==> config.mk <==
export PLATFORM = sky130hd
export DESIGN_NAME = match_control
export DESIGN_NICKNAME = d
export VERILOG_FILES = /design/src/rtl/game_pkg.sv /design/src/rtl/vga_pkg.sv /design/src/rtl/tick_timer.sv /design/src/rtl/match_control.sv
export SDC_FILE = /design/constraint.sdc
export NUM_CORES = 1
export LEC_CHECK = 0
export BUFFER_PORTS_ARGS = -buffer_cell sky130_fd_sc_hd__buf_2
export CAP_MARGIN = 20
export CORE_AREA = 2 2 76 78
export CTS_CLUSTER_SIZE = 14
export DETAILED_ROUTE_END_ITERATION = 8
export DIE_AREA = 0 0 78 80
export PLACE_DENSITY = 0.78
export REMOVE_ABC_BUFFERS = 1
export SLEW_MARGIN = 20
export SYNTH_ARGS = -nofsm -noshare
export SYNTH_HDL_FRONTEND = slang
export SYNTH_SLANG_ARGS = --single-unit
==> constraint.sdc <==
create_clock -name clk -period 2.8 [get_ports clk]
set_input_delay 0 -clock clk [delete_from_list [all_inputs] [get_ports clk]]
set_output_delay 0 -clock clk [all_outputs]
set_load 0.01 [all_outputs]
==> src/rtl/game_pkg.sv <==
// Match-level types shared by the match controller and its consumers.
package game_pkg;

  typedef enum logic [2:0] {
    LOBBY      = 3'd0,
    COUNTDOWN  = 3'd1,
    PLAY       = 3'd2,
    ROUND_OVER = 3'd3,
    MATCH_OVER = 3'd4
  } match_mode_t;

endpackage

==> src/rtl/vga_pkg.sv <==
// Screen-space button bounds used for mouse hit testing (exclusive edges).
package vga_pkg;

  localparam logic [11:0] PLAY_X_MIN = 12'd412;
  localparam logic [11:0] PLAY_X_MAX = 12'd612;
  localparam logic [11:0] PLAY_Y_MIN = 12'd300;
  localparam logic [11:0] PLAY_Y_MAX = 12'd380;

  localparam logic [11:0] RECT_X_MIN = 12'd412;
  localparam logic [11:0] RECT_X_MAX = 12'd612;
  localparam logic [11:0] RECT_Y_MIN = 12'd450;
  localparam logic [11:0] RECT_Y_MAX = 12'd530;

endpackage

==> src/rtl/tick_timer.sv <==
// Prescaler plus tick down-counter; one instance serves both the pre-round
// countdown and the post-round pause.
module tick_timer #(
  parameter int TICK_CYCLES = 65_000_000,
  parameter int CNT_W       = 4
) (
  input  logic             clk,
  input  logic             rst,
  input  logic             load_i,
  input  logic [CNT_W-1:0] load_val_i,
  input  logic             en_i,
  output logic [CNT_W-1:0] count_o,
  output logic             tick_o,
  output logic             done_o
);

  localparam int PRE_W = (TICK_CYCLES > 1) ? $clog2(TICK_CYCLES) : 1;
  localparam logic [PRE_W-1:0] PRE_LAST = PRE_W'(TICK_CYCLES - 1);

  logic [PRE_W-1:0] pre_q, pre_d;
  logic [CNT_W-1:0] cnt_q, cnt_d;

  assign tick_o  = en_i && (pre_q == PRE_LAST);
  // Level flag: the current tick period is the last one, so tick_o ends it.
  assign done_o  = (cnt_q == CNT_W'(1));
  assign count_o = cnt_q;

  always_comb begin
    pre_d = pre_q;
    cnt_d = cnt_q;
    if (load_i) begin
      pre_d = '0;
      cnt_d = load_val_i;
    end else if (en_i) begin
      if (pre_q == PRE_LAST) begin
        pre_d = '0;
        if (cnt_q != '0) cnt_d = cnt_q - CNT_W'(1);
      end else begin
        pre_d = pre_q + PRE_W'(1);
      end
    end
  end

  always_ff @(posedge clk) begin
    if (rst) begin
      pre_q <= '0;
      cnt_q <= '0;
    end else begin
      pre_q <= pre_d;
      cnt_q <= cnt_d;
    end
  end

endmodule

==> src/rtl/match_control.sv <==
// Multi-player match controller: lobby, timed countdown, elimination rounds,
// score keeping, match end and click-to-restart.
module match_control
  import game_pkg::*;
  import vga_pkg::*;
#(
  parameter int NUM_PLAYERS     = 2,
  parameter int MIN_PLAYERS     = 2,
  parameter int WIN_ROUNDS      = 3,
  parameter int SCORE_W         = 4,
  parameter int TICK_CYCLES     = 65_000_000,
  parameter int COUNTDOWN_TICKS = 3,
  parameter int PAUSE_TICKS     = 2
) (
  input  logic                           clk,
  input  logic                           rst,
  input  logic                           mouse_left,
  input  logic [11:0]                    xpos,
  input  logic [11:0]                    ypos,
  input  logic [NUM_PLAYERS-1:0]         join_req,
  input  logic [NUM_PLAYERS-1:0]         collision,
  output match_mode_t                    mode,
  output logic [NUM_PLAYERS-1:0]         joined,
  output logic [NUM_PLAYERS-1:0]         alive,
  output logic [NUM_PLAYERS*SCORE_W-1:0] score,
  output logic [3:0]                     countdown,
  output logic                           round_start,
  output logic [NUM_PLAYERS-1:0]         round_winner,
  output logic [NUM_PLAYERS-1:0]         match_winner
);

  localparam logic [SCORE_W-1:0] SW_WIN = SCORE_W'(WIN_ROUNDS);

  function automatic int popcount(input logic [NUM_PLAYERS-1:0] v);
    int n;
    n = 0;
    for (int i = 0; i < NUM_PLAYERS; i++) n += int'(v[i]);
    return n;
  endfunction

  match_mode_t                    mode_q, mode_d;
  logic [NUM_PLAYERS-1:0]         joined_q, joined_d;
  logic [NUM_PLAYERS-1:0]         alive_q, alive_d;
  logic [NUM_PLAYERS*SCORE_W-1:0] score_q, score_d;
  logic                           round_start_q, round_start_d;
  logic [NUM_PLAYERS-1:0]         round_winner_q, round_winner_d;
  logic [NUM_PLAYERS-1:0]         match_winner_q, match_winner_d;
  logic                           mouse_left_q;

  logic                           click, in_play, in_rect;
  logic [NUM_PLAYERS-1:0]         alive_nxt;
  int                             survivors;
  logic [NUM_PLAYERS*SCORE_W-1:0] score_won;
  logic [NUM_PLAYERS-1:0]         hit_win;

  logic       tmr_load, tmr_en, tmr_tick, tmr_done;
  logic [3:0] tmr_val, tmr_count;

  assign click   = mouse_left & ~mouse_left_q;
  assign in_play = (xpos > PLAY_X_MIN) && (xpos < PLAY_X_MAX) &&
                   (ypos > PLAY_Y_MIN) && (ypos < PLAY_Y_MAX);
  assign in_rect = (xpos > RECT_X_MIN) && (xpos < RECT_X_MAX) &&
                   (ypos > RECT_Y_MIN) && (ypos < RECT_Y_MAX);

  assign alive_nxt = alive_q & ~(collision & joined_q);
  assign survivors = popcount(alive_nxt);

  // Candidate scores if the sole survivor is credited; saturates at WIN_ROUNDS.
  for (genvar gi = 0; gi < NUM_PLAYERS; gi++) begin : g_score
    logic [SCORE_W-1:0] cur, inc;
    assign cur = score_q[gi*SCORE_W +: SCORE_W];
    assign inc = (cur < SW_WIN) ? cur + SCORE_W'(1) : cur;
    assign score_won[gi*SCORE_W +: SCORE_W] = alive_nxt[gi] ? inc : cur;
    assign hit_win[gi] = alive_nxt[gi] && (inc == SW_WIN);
  end

  tick_timer #(
    .TICK_CYCLES(TICK_CYCLES),
    .CNT_W      (4)
  ) u_timer (
    .clk       (clk),
    .rst       (rst),
    .load_i    (tmr_load),
    .load_val_i(tmr_val),
    .en_i      (tmr_en),
    .count_o   (tmr_count),
    .tick_o    (tmr_tick),
    .done_o    (tmr_done)
  );

  always_comb begin
    mode_d         = mode_q;
    joined_d       = joined_q;
    alive_d        = alive_q;
    score_d        = score_q;
    round_start_d  = 1'b0;
    round_winner_d = round_winner_q;
    match_winner_d = match_winner_q;
    tmr_load       = 1'b0;
    tmr_en         = 1'b0;
    tmr_val        = 4'(COUNTDOWN_TICKS);

    unique case (mode_q)
      LOBBY: begin
        joined_d = joined_q | join_req;
        if ((&joined_q) ||
            (click && in_play && (popcount(joined_q) >= MIN_PLAYERS))) begin
          mode_d   = COUNTDOWN;
          alive_d  = joined_d;
          tmr_load = 1'b1;
        end
      end
      COUNTDOWN: begin
        tmr_en = 1'b1;
        if (tmr_tick && tmr_done) begin
          mode_d         = PLAY;
          round_start_d  = 1'b1;
          round_winner_d = '0;
        end
      end
      PLAY: begin
        alive_d = alive_nxt;
        if (survivors <= 1) begin
          tmr_load = 1'b1;
          tmr_val  = 4'(PAUSE_TICKS);
          mode_d   = ROUND_OVER;
          if (survivors == 1) begin
            score_d        = score_won;
            round_winner_d = alive_nxt;
            if (|hit_win) begin
              mode_d         = MATCH_OVER;
              match_winner_d = alive_nxt;
            end
          end else begin
            round_winner_d = '0;
          end
        end
      end
      ROUND_OVER: begin
        tmr_en = 1'b1;
        if (tmr_tick && tmr_done) begin
          mode_d   = COUNTDOWN;
          alive_d  = joined_q;
          tmr_load = 1'b1;
        end
      end
      MATCH_OVER: begin
        if (click && in_rect) begin
          mode_d         = LOBBY;
          joined_d       = '0;
          alive_d        = '0;
          score_d        = '0;
          round_winner_d = '0;
          match_winner_d = '0;
        end
      end
      default: mode_d = LOBBY;
    endcase
  end

  always_ff @(posedge clk) begin
    if (rst) begin
      mode_q         <= LOBBY;
      joined_q       <= '0;
      alive_q        <= '0;
      score_q        <= '0;
      round_start_q  <= 1'b0;
      round_winner_q <= '0;
      match_winner_q <= '0;
      mouse_left_q   <= 1'b0;
    end else begin
      mode_q         <= mode_d;
      joined_q       <= joined_d;
      alive_q        <= alive_d;
      score_q        <= score_d;
      round_start_q  <= round_start_d;
      round_winner_q <= round_winner_d;
      match_winner_q <= match_winner_d;
      mouse_left_q   <= mouse_left;
    end
  end

  assign mode         = mode_q;
  assign joined       = joined_q;
  assign alive        = alive_q;
  assign score        = score_q;
  assign countdown    = (mode_q == COUNTDOWN) ? tmr_count : 4'd0;
  assign round_start  = round_start_q;
  assign round_winner = round_winner_q;
  assign match_winner = match_winner_q;

endmodule
# --- Word level (Yosys, flattened, before mapping) ---
# Index checks and enable logic that the tools add are counted.
totals:
  out_inout_bits: 24
  reg_bits: 51
  input_bits: 31
  wordCells: 129
op_classes:
  n_bitwise: 7
  eq_ne: 18
  mux: 42
  addsub: 6
  n_lt_le_gt_ge: 10
  n_reduce_logical: 35
ops:
  columns: ["op", "n"]
  rows:
  - ["$gt A12 B9 Y1 const B", 3]
  - ["$mux W4", 9]
  - ["$add A26 B1 Y26 const B", 1]
  - ["$eq A26 B26 Y1 const B", 1]
  - ["$mux W26", 1]
  - ["$lt A12 B10 Y1 const B", 2]
  - ["$mux W8", 3]
  - ["$mux W3", 7]
  - ["$reduce_and A5 Y1", 4]
  - ["$mux W2", 9]
  - ["$ne A2 B2 Y1 const B", 9]
  - ["$pmux W8 S2", 1]
  - ["$pmux W3 S5", 1]
  - ["$logic_and A1 B1 Y1", 12]
  - ["$lt A12 B9 Y1 const B", 1]
  - ["$reduce_bool A2 Y1", 5]
  - ["$add A4 B1 Y4 const B", 2]
  - ["$eq A4 B2 Y1 const B", 2]
  - ["$lt A4 B2 Y1 const B", 2]
  - ["$pmux W2 S2", 2]
  - ["$pmux W2 S4", 1]
  - ["$reduce_and A4 Y1", 2]
  - ["$reduce_bool A4 Y1", 2]
  - ["$reduce_or A2 Y1", 4]
  - ["other kinds (22)", 32]

# --- Depth between registers and ports, before layout ---
# Gate-level depths: netlist of run 1.
logic_depth:
  word_depth: 11
  mapped_depth: 11
  mapped_depth_nobuf: 10

# --- Hierarchy ---
# From an unflattened synthesis of run 1, not the netlist that was laid out.
unflattened:
  hier_cells: 394
  hier_area_um2: 3109.2
modules_own_cells:
  columns: ["mod", "instances", "area_each_um2", "seq_area_each_um2", "cells_each"]
  rows:
  - ["tick_timer", 1, 1736.7, 600.6, 215]
  - ["match_control", 1, 1372.6, 420.4, 179]

# --- Worst setup path before layout of run 1 ---
# No wires, ideal clock.
synth_path:
  path_kind: "register to register"
  startpoint: "register joined_q[1], in the netlist joined[1]"
  endpoint: "register score_q[0], in the netlist score[0]"
  synth_period_minus_slack_ns: 2.461
  setup_slack_ns: 0.339
  required_time_ns: 2.678
  n_path_buf: 0
  path_stages_with_launch: 11
  setup_ns: 0.122
  arrival_ns: 2.339
  cell_sequence: "dfxtp_1 > nand2_1 > nand2_1 > inv_1 > ha_1 > or4b_1 > a21oi_2 > o21ai_0 > o41a_1 > o21ai_0 > a21oi_1"
synth_between:
  elab_chain_cells: 7
  elab_cells_between_ends: 9
  cone_classes: "add/sub: 1; order compare: 1; eq/ne: 3; bitwise: 3; reduce/logical: 1"
synth_lines:
  columns: ["item", "line_no", "source"]
  rows:
  - ["start, declared", "match_control.sv:42", "logic [NUM_PLAYERS-1:0] joined_q, joined_d;"]
  - ["start signal, assigned", "match_control.sv:173", "joined_q <= joined_d;"]
  - ["$and A2 B2 Y2 *", "match_control.sv:65", "assign alive_nxt = alive_q & ~(collision & joined_q);"]
  - ["$not A2 Y2 *", "match_control.sv:65", null]
  - ["$and A2 B2 Y2 *", "match_control.sv:65", null]
  - ["$add A1 B1 Y2 *", "match_control.sv:37", "for (int i = 0; i < NUM_PLAYERS; i++) n += int'(v[i]);"]
  - ["$le A2 B1 Y1 / $eq A2 B1 Y1 (equally long branches)", "match_control.sv:123, match_control.sv:127", null]
  - ["$ne A2 B2 Y1 (no line)", null, null]
  - ["$reduce_and A5 Y1 (no line) *", null, null]
  - ["end signal, assigned", "match_control.sv:175", "score_q <= score_d;"]
  - ["end, declared", "match_control.sv:44", "logic [NUM_PLAYERS*SCORE_W-1:0] score_q, score_d;"]
# Mark *: on every way between the ends. The rest lies on a longest branch, timed or not.
# A chain may end at the register's enable or synchronous reset.

# --- Worst setup path in the final report of run 1 ---
# Ends and elaborated chain as after synthesis.

==> impl_metrics.toml, run 1 <==
[outcome]
outcome = "finished clean"

[routing]
drt_iter0_drc = 136
vias = 2698
drt_first_pass_iters = 4
drcViolationCount = 0
wl_per_cell_um = 14.0
routed_wl_um = 6640
antenna_left = 0
vias_per_cell = 5.69

[worst_setup_path]
critical_path_class = "reg -> reg"
ff2ff_setup_slack_ns = 0.22
worstPathArrival_ns = 2.76
rr_startpoint = "joined[1]"
path_max_fanout = 5
cp-end-kind = "flip-flop"
crit_required_ns = 2.99
r2r-end = "score[0]"
start_kind = "flip-flop"
reg2reg_depth = 10

[yosys]
async_flop_share = 0
syn_avg_cell_area_sq_um = 8.51
ys_top_cells_by_area = "dfxtp_1 (35%), nor2_1 (5.8%), xor2_1 (5.1%)"
ys_warn_count = 0
synth_top_area_share = 0.349
synth_edf_count = 0
synth_cell_types = 62
synth_top_area_cell = "dfxtp_1"
yosysSeqAreaShare = 0.349
synth_area_sq_mm = 0.00293
yosys_register_bits = 51
synth-main-ff-cell = "dfxtp_1"
syn-instance-count = 344

[timing]
rsz0062_at_grt = "no"
setup_viol = 0
fin_skew_ns = 0.0111
setup_tns_ns = 0
finalHoldViolations = 0
tightest_slew_ns = 0.551
post-route-period-util = 0.920
relSlewSlack = 0.628
fmax_ghz = 0.388
drv_slew = 0
period_needed_ns = 2.58

[hold_path]
hold_start = "join_req[1]"
min_path_type = "in -> reg"
min_to = "joined[1]"
whs_path_depth = 3

[cts]
cts-resized-gates = 0
clockBufferDepth = 2
htreeDepth = 2
cts_made_buffers = 5
cts_setup_buffers = 0
cts_hold_buffers = 2
cts_tree = "done"
clk_pin_slew_ns = 0.10
cts.sinks = 51
ctsRootBufferMaster = "clkbuf_8"
worstSkewPairLatency_ns = 0.30

[finish]
area_growth_pct = 15.0
final_common_cell = "buf_2"
mostFrequentLayoutCells = "buf_2 (54), dfxtp_1 (51), nor2_1 (45)"
diodes = 0
final_nets = 441
layout-drive-gt1-share = 0.224
final_core_util = 0.623

[placed_design]
gp_congestion = 0.892
place.port_buffers = 54
hpwl_um = 5010

[power_and_ir_drop]
power.density_mw_per_mm2 = 506
peakVddDrop_mv = 0.301
p_total_mw = 1.70
p_leak_nw = 1.29

[grt]
grt.overflow.total = 0
grt_pass1_wl_um = 11500
grt_antenna_before_repair = 0
grt_max_degree = 25
grt_pass1_vias = 2562
track_usage = 0.226

[die]
die_x_um = 78
dieArea_sq_mm = 0.00624
start_util = 0.542
rows = 27
die_y_um = 80
ios = 55
coreArea_sq_mm = 0.00541

[run]
drv_cap = 0
area by class of cell:
cell class | count | area [sq um]
Clock buffer | 5 | 68.8
Clock inverter | 3 | 46.3
Fill cell | 484 | 2040
Inverter | 6 | 22.5
Multi-Input combinational cell | 276 | 1790
Sequential cell | 51 | 1020
Tap cell | 72 | 90.1
Timing Repair Buffer | 61 | 328
cell usage after synthesis, types with 4 or more instances:
| library cell | number |
|---|---|
| nor2_1 | 45 |
| nand4_1 | 10 |
| xnor2_1 | 10 |
| o21ai_0 | 15 |
| ha_1 | 9 |
| a31oi_1 | 5 |
| dfxtp_1 | 51 |
| inv_1 | 6 |
| nor3_1 | 20 |
| and2_1 | 6 |
| nand3_1 | 14 |
| o22ai_1 | 4 |
| xor2_1 | 17 |
| a21oi_1 | 15 |
| a211oi_1 | 4 |
| nand2_1 | 31 |
| nand2b_1 | 8 |
| clkbuf_8 | 5 |
metal layers:
layer | routed length [um] | vias to the layer above | track usage
met5 | 0 | - | 0
met4 | 79 | 0 | 0.0526
met3 | 323 | 12 | 0.0441
met2 | 3200 | 97 | 0.395
met1 | 3040 | 1235 | 0.287
li1 | - | 1354 | -
critical path, cell delays in order, from the launching register on:
cell and delay, ns:
dfxtp_1 0.34, nand2_1 0.05, nand2_1 0.12, inv_1 0.12, ha_1 0.34, or4b_1 0.53
a21oi_2 0.22, o21ai_0 0.18, o41a_1 0.34, o21ai_0 0.16, a21oi_1 0.08
power breakdown:
part | switching [mW] | total, mW | internal [mW]
combinational | 0.227 | 0.382 | 0.155
sequential | 0.0354 | 0.793 | 0.758
clock | 0.259 | 0.529 | 0.270
total | 0.522 | 1.70 | 1.18
cell families after synthesis:
family                   count (synthesis)  share of synthesized area
adder cells (fa/ha/maj)                  9                     0.0384
flip-flops                              51                      0.349
AO/OA/AOI/OAI                           61                      0.149
multiplexers                             5                     0.0179
AND/OR/NAND/NOR                        174                      0.326
buffers and inverters                   17                     0.0402
XOR/XNOR                                27                     0.0807
worst max path at each step:
stage,to,cells past startpoint,slack (ns),startpoint
4_1_cts,score[0],10,0.25,joined[1]
3_5_place_dp,score[0],10,0.27,joined[1]
3_3_place_gp,score[0],10,0.37,joined[1]
5_1_grt,score[0],10,0.04,joined[1]
2_1_floorplan,score[0],10,0.34,joined[1]
6_report,score[0],10,0.22,joined[1]
metrics by stage:
step | worst slack [ns] | std cells | hold WS (ns) | instance area [sq um]
4_1_cts | 0.253 | 474 | 0.0798 | 3370
2_1_floorplan | 0.336 | 333 | 0.0646 | 2830
3_5_place_dp | 0.269 | 464 | 0.240 | 3230
6_report | 0.223 | 474 | 0.0884 | 3370
5_1_grt | 0.0370 | 474 | 0.111 | 3370
3_3_place_gp | 0.366 | 464 | 0.235 | 3230
state kept, by name, summed over array words and instances (netlist names):
register and flops:
round_start 1, u_timer.count_o 4, u_timer.pre_q 26, match_winner 2, alive 2, score 8, round_winner 2, mouse_left_q 1
joined 2, mode 3
Note: power is estimated with default switching activity, not from simulation.
==> run 2, diff against run 1 <==
- CORE_AREA: 2 2 76 78 -> 2 2 78 80
- DIE_AREA: 0 0 78 80 -> 0 0 80 82
- SYNTH_HIERARCHICAL: unset -> 1
- TNS_END_PERCENT: unset -> 30
==> impl_metrics.toml, run 2 <==
[worst_setup_path]
path_max_fanout = 5
start_kind = "flip-flop"
slowest_stage = "or4_4"
max_stage_delay_ns = 0.57
critical_path_class = "reg -> reg"
critPathBufInv = 0
cp-end-kind = "flip-flop"
worstPathArrival_ns = 2.80
crit_required_ns = 2.99
crit_chain = "or4_4 > nor4_2 > and2_1 > nand3_1 > o21ai_1 > a21oi_1 > nor2_1 > nor2_1 > and3_1 > a21oi_1 > o41ai_1"
cpLargestDelayFamily = "simple AND/OR/NAND/NOR gates"

[die]
die_x_um = 80
coreArea_sq_mm = 0.00575
start_util = 0.541
rows = 28
die_y_um = 82
ios = 55
dieArea_sq_mm = 0.00656

[yosys]
synth_cell_types = 60
syn-instance-count = 394
syn_avg_cell_area_sq_um = 7.89
synth.most_common_cell = "dfxtp_1"
synth_edf_count = 0
muxShareOfSynthArea = 0.0133
yosysSeqAreaShare = 0.328
async_flop_share = 0
synth_area_sq_mm = 0.00311
synth-main-ff-cell = "dfxtp_1"
synth_xor_area_frac = 0.0310
netlist_top_cells_count = "dfxtp_1 (51), nor2_1 (37), a21oi_1 (32), nand2_1 (25), nand3_1 (21)"
synth_compound_gate_area_share = 0.188
synth_top_area_share = 0.328
ys_top_cells_by_area = "dfxtp_1 (33%), a21oi_1 (5.2%), nor2_1 (4.5%)"
ys_warn_count = 6
synthSimpleGateAreaFrac = 0.359
yosys_register_bits = 51
synth_top_area_cell = "dfxtp_1"
synth-adder-area-share = 0.0402
synth_top_family_by_area = "simple AND/OR/NAND/NOR gates"

[timing]
setup_tns_ns = 0
drv_slew = 0
finalHoldViolations = 0
tightest_slew_ns = 0.661
fin_ws_ns = 0.184
setup_viol = 0
period_needed_ns = 2.62
rsz0062_at_grt = "yes"
relSlewSlack = 0.548
fin_skew_ns = 0.0144
fmax_ghz = 0.382
post-route-period-util = 0.934

[power_and_ir_drop]
p_int_mw = 1.02
comb_power_share = 0.129
power.density_mw_per_mm2 = 369
p_sw_uw = 356
sequentialPowerShare = 0.545
p_leak_nw = 1.42
p_clk_frac = 0.326
p_sw_frac = 0.259
peakVddDrop_mv = 0.245

[run]
drv_cap = 0

[finish]
final_nets = 507
diodes = 0
seqCellArea_sq_mm = 0.00102
area_growth_pct = 19.9
multi_input_area_sq_mm = 0.00199
layout-drive-gt1-share = 0.208
top_register = "u_timer/pre_q"
fillers = 510
mostFrequentLayoutCells = "buf_2 (54), dfxtp_1 (51), nor2_1 (37)"
final_core_util = 0.649
final_common_cell = "buf_2"
largest_reg_flops = 26

[cts]
htreeDepth = 2
cts.sinks = 51
ctsRootBufferMaster = "clkbuf_8"
worstSkewPairLatency_ns = 0.31
cts_made_buffers = 5
cts_tree = "done"
clk_pin_slew_ns = 0.10
clockBufferDepth = 2

[outcome]
outcome = "finished clean"

[placed_design]
gp_congestion = 0.893
hpwl_um = 5700
dp_slack_ns = 0.145
place.port_buffers = 54

[routing]
vias_per_cell = 5.96
drt_iter0_drc = 238
drcViolationCount = 0
routed_wl_um = 7660
wl_per_cell_um = 14.1
antenna_left = 0
drt_first_pass_iters = 5
vias = 3233

[hold_path]
min_path_type = "in -> reg"

[grt]
track_usage = 0.234
grt_antenna_before_repair = 0
grt_max_degree = 26
grt_pass1_wl_um = 12300
grt.overflow.total = 0
grt_pass1_vias = 2872
[run 2: logic make-up after synthesis]
family / after synthesis
xor gates and xnor gates: 11
buffers and inverters: 28
and+or+nand+nor: 197
DFF: 51
AOI/OAI and AO/OA: 91
muxes: 4
other: 2
adders and majority gates: 10
[run 2: final timing paths]
kind / from / end / slack (ns) / cells after the start
worst min register to register: match_winner[0] / match_winner[0] / 0.48 / 2
worst max register to register: u_timer/pre_q[7] / u_timer/pre_q[9] / 0.18 / 11
worst min-delay path: rst / alive[0] / 0.12 / 2
worst max-delay path: u_timer/pre_q[7] / u_timer/pre_q[9] / 0.18 / 11
[run 2: what timing repair did]
| action | 4_1_cts | 5_1_grt |
|---|---|---|
| endpoints found under the setup margin | 0 | 7 |
| setup buffers | 0 | 1 |
| hold endpoints to repair | 3 | 0 |
| hold buffers | 3 | 0 |
| resized for setup | 0 | 3 |
[run 2: area by class of cell]
| cell class | count | share of cell area |
|---|---|---|
| repair buffers | 80 | 0.130 |
| clock inverters | 1 | 0.00235 |
| multi-input cells | 316 | 0.533 |
| clock buffers | 7 | 0.0232 |
| inverters | 12 | 0.0121 |
| well taps | 75 | 0.0252 |
| flip-flops and latches | 51 | 0.274 |
[run 2: layer usage]
layer | up-vias | routed length [um] | GRT usage
li1 | 1623 | - | -
met1 | 1483 | 3380 | 0.271
met2 | 115 | 3640 | 0.425
met3 | 12 | 511 | 0.0451
met4 | 0 | 125 | 0.0881
met5 | - | 0 | 0
[run 2: stage by stage]
step / total power, mW / hold WS (ns) / area, sq um / std cells
floorplan: 0.857 / 0.0691 / 3040 / 379
global placement: 0.935 / 0.223 / 3580 / 530
detailed placement: 0.937 / 0.239 / 3580 / 530
CTS: 1.39 / 0.111 / 3710 / 541
global route: 1.44 / 0.131 / 3730 / 542
finish: 1.37 / 0.121 / 3730 / 542
[run 2: power groups by stage]
| stage | logic, mW | registers (mW) | clock network (mW) |
|---|---|---|---|
| 2_1_floorplan | 0.0868 | 0.770 | 0 |
| 3_3_place_gp | 0.169 | 0.765 | 0 |
| 3_5_place_dp | 0.171 | 0.766 | 0 |
| 4_1_cts | 0.176 | 0.749 | 0.463 |
| 5_1_grt | 0.199 | 0.751 | 0.494 |
| 6_report | 0.177 | 0.749 | 0.448 |
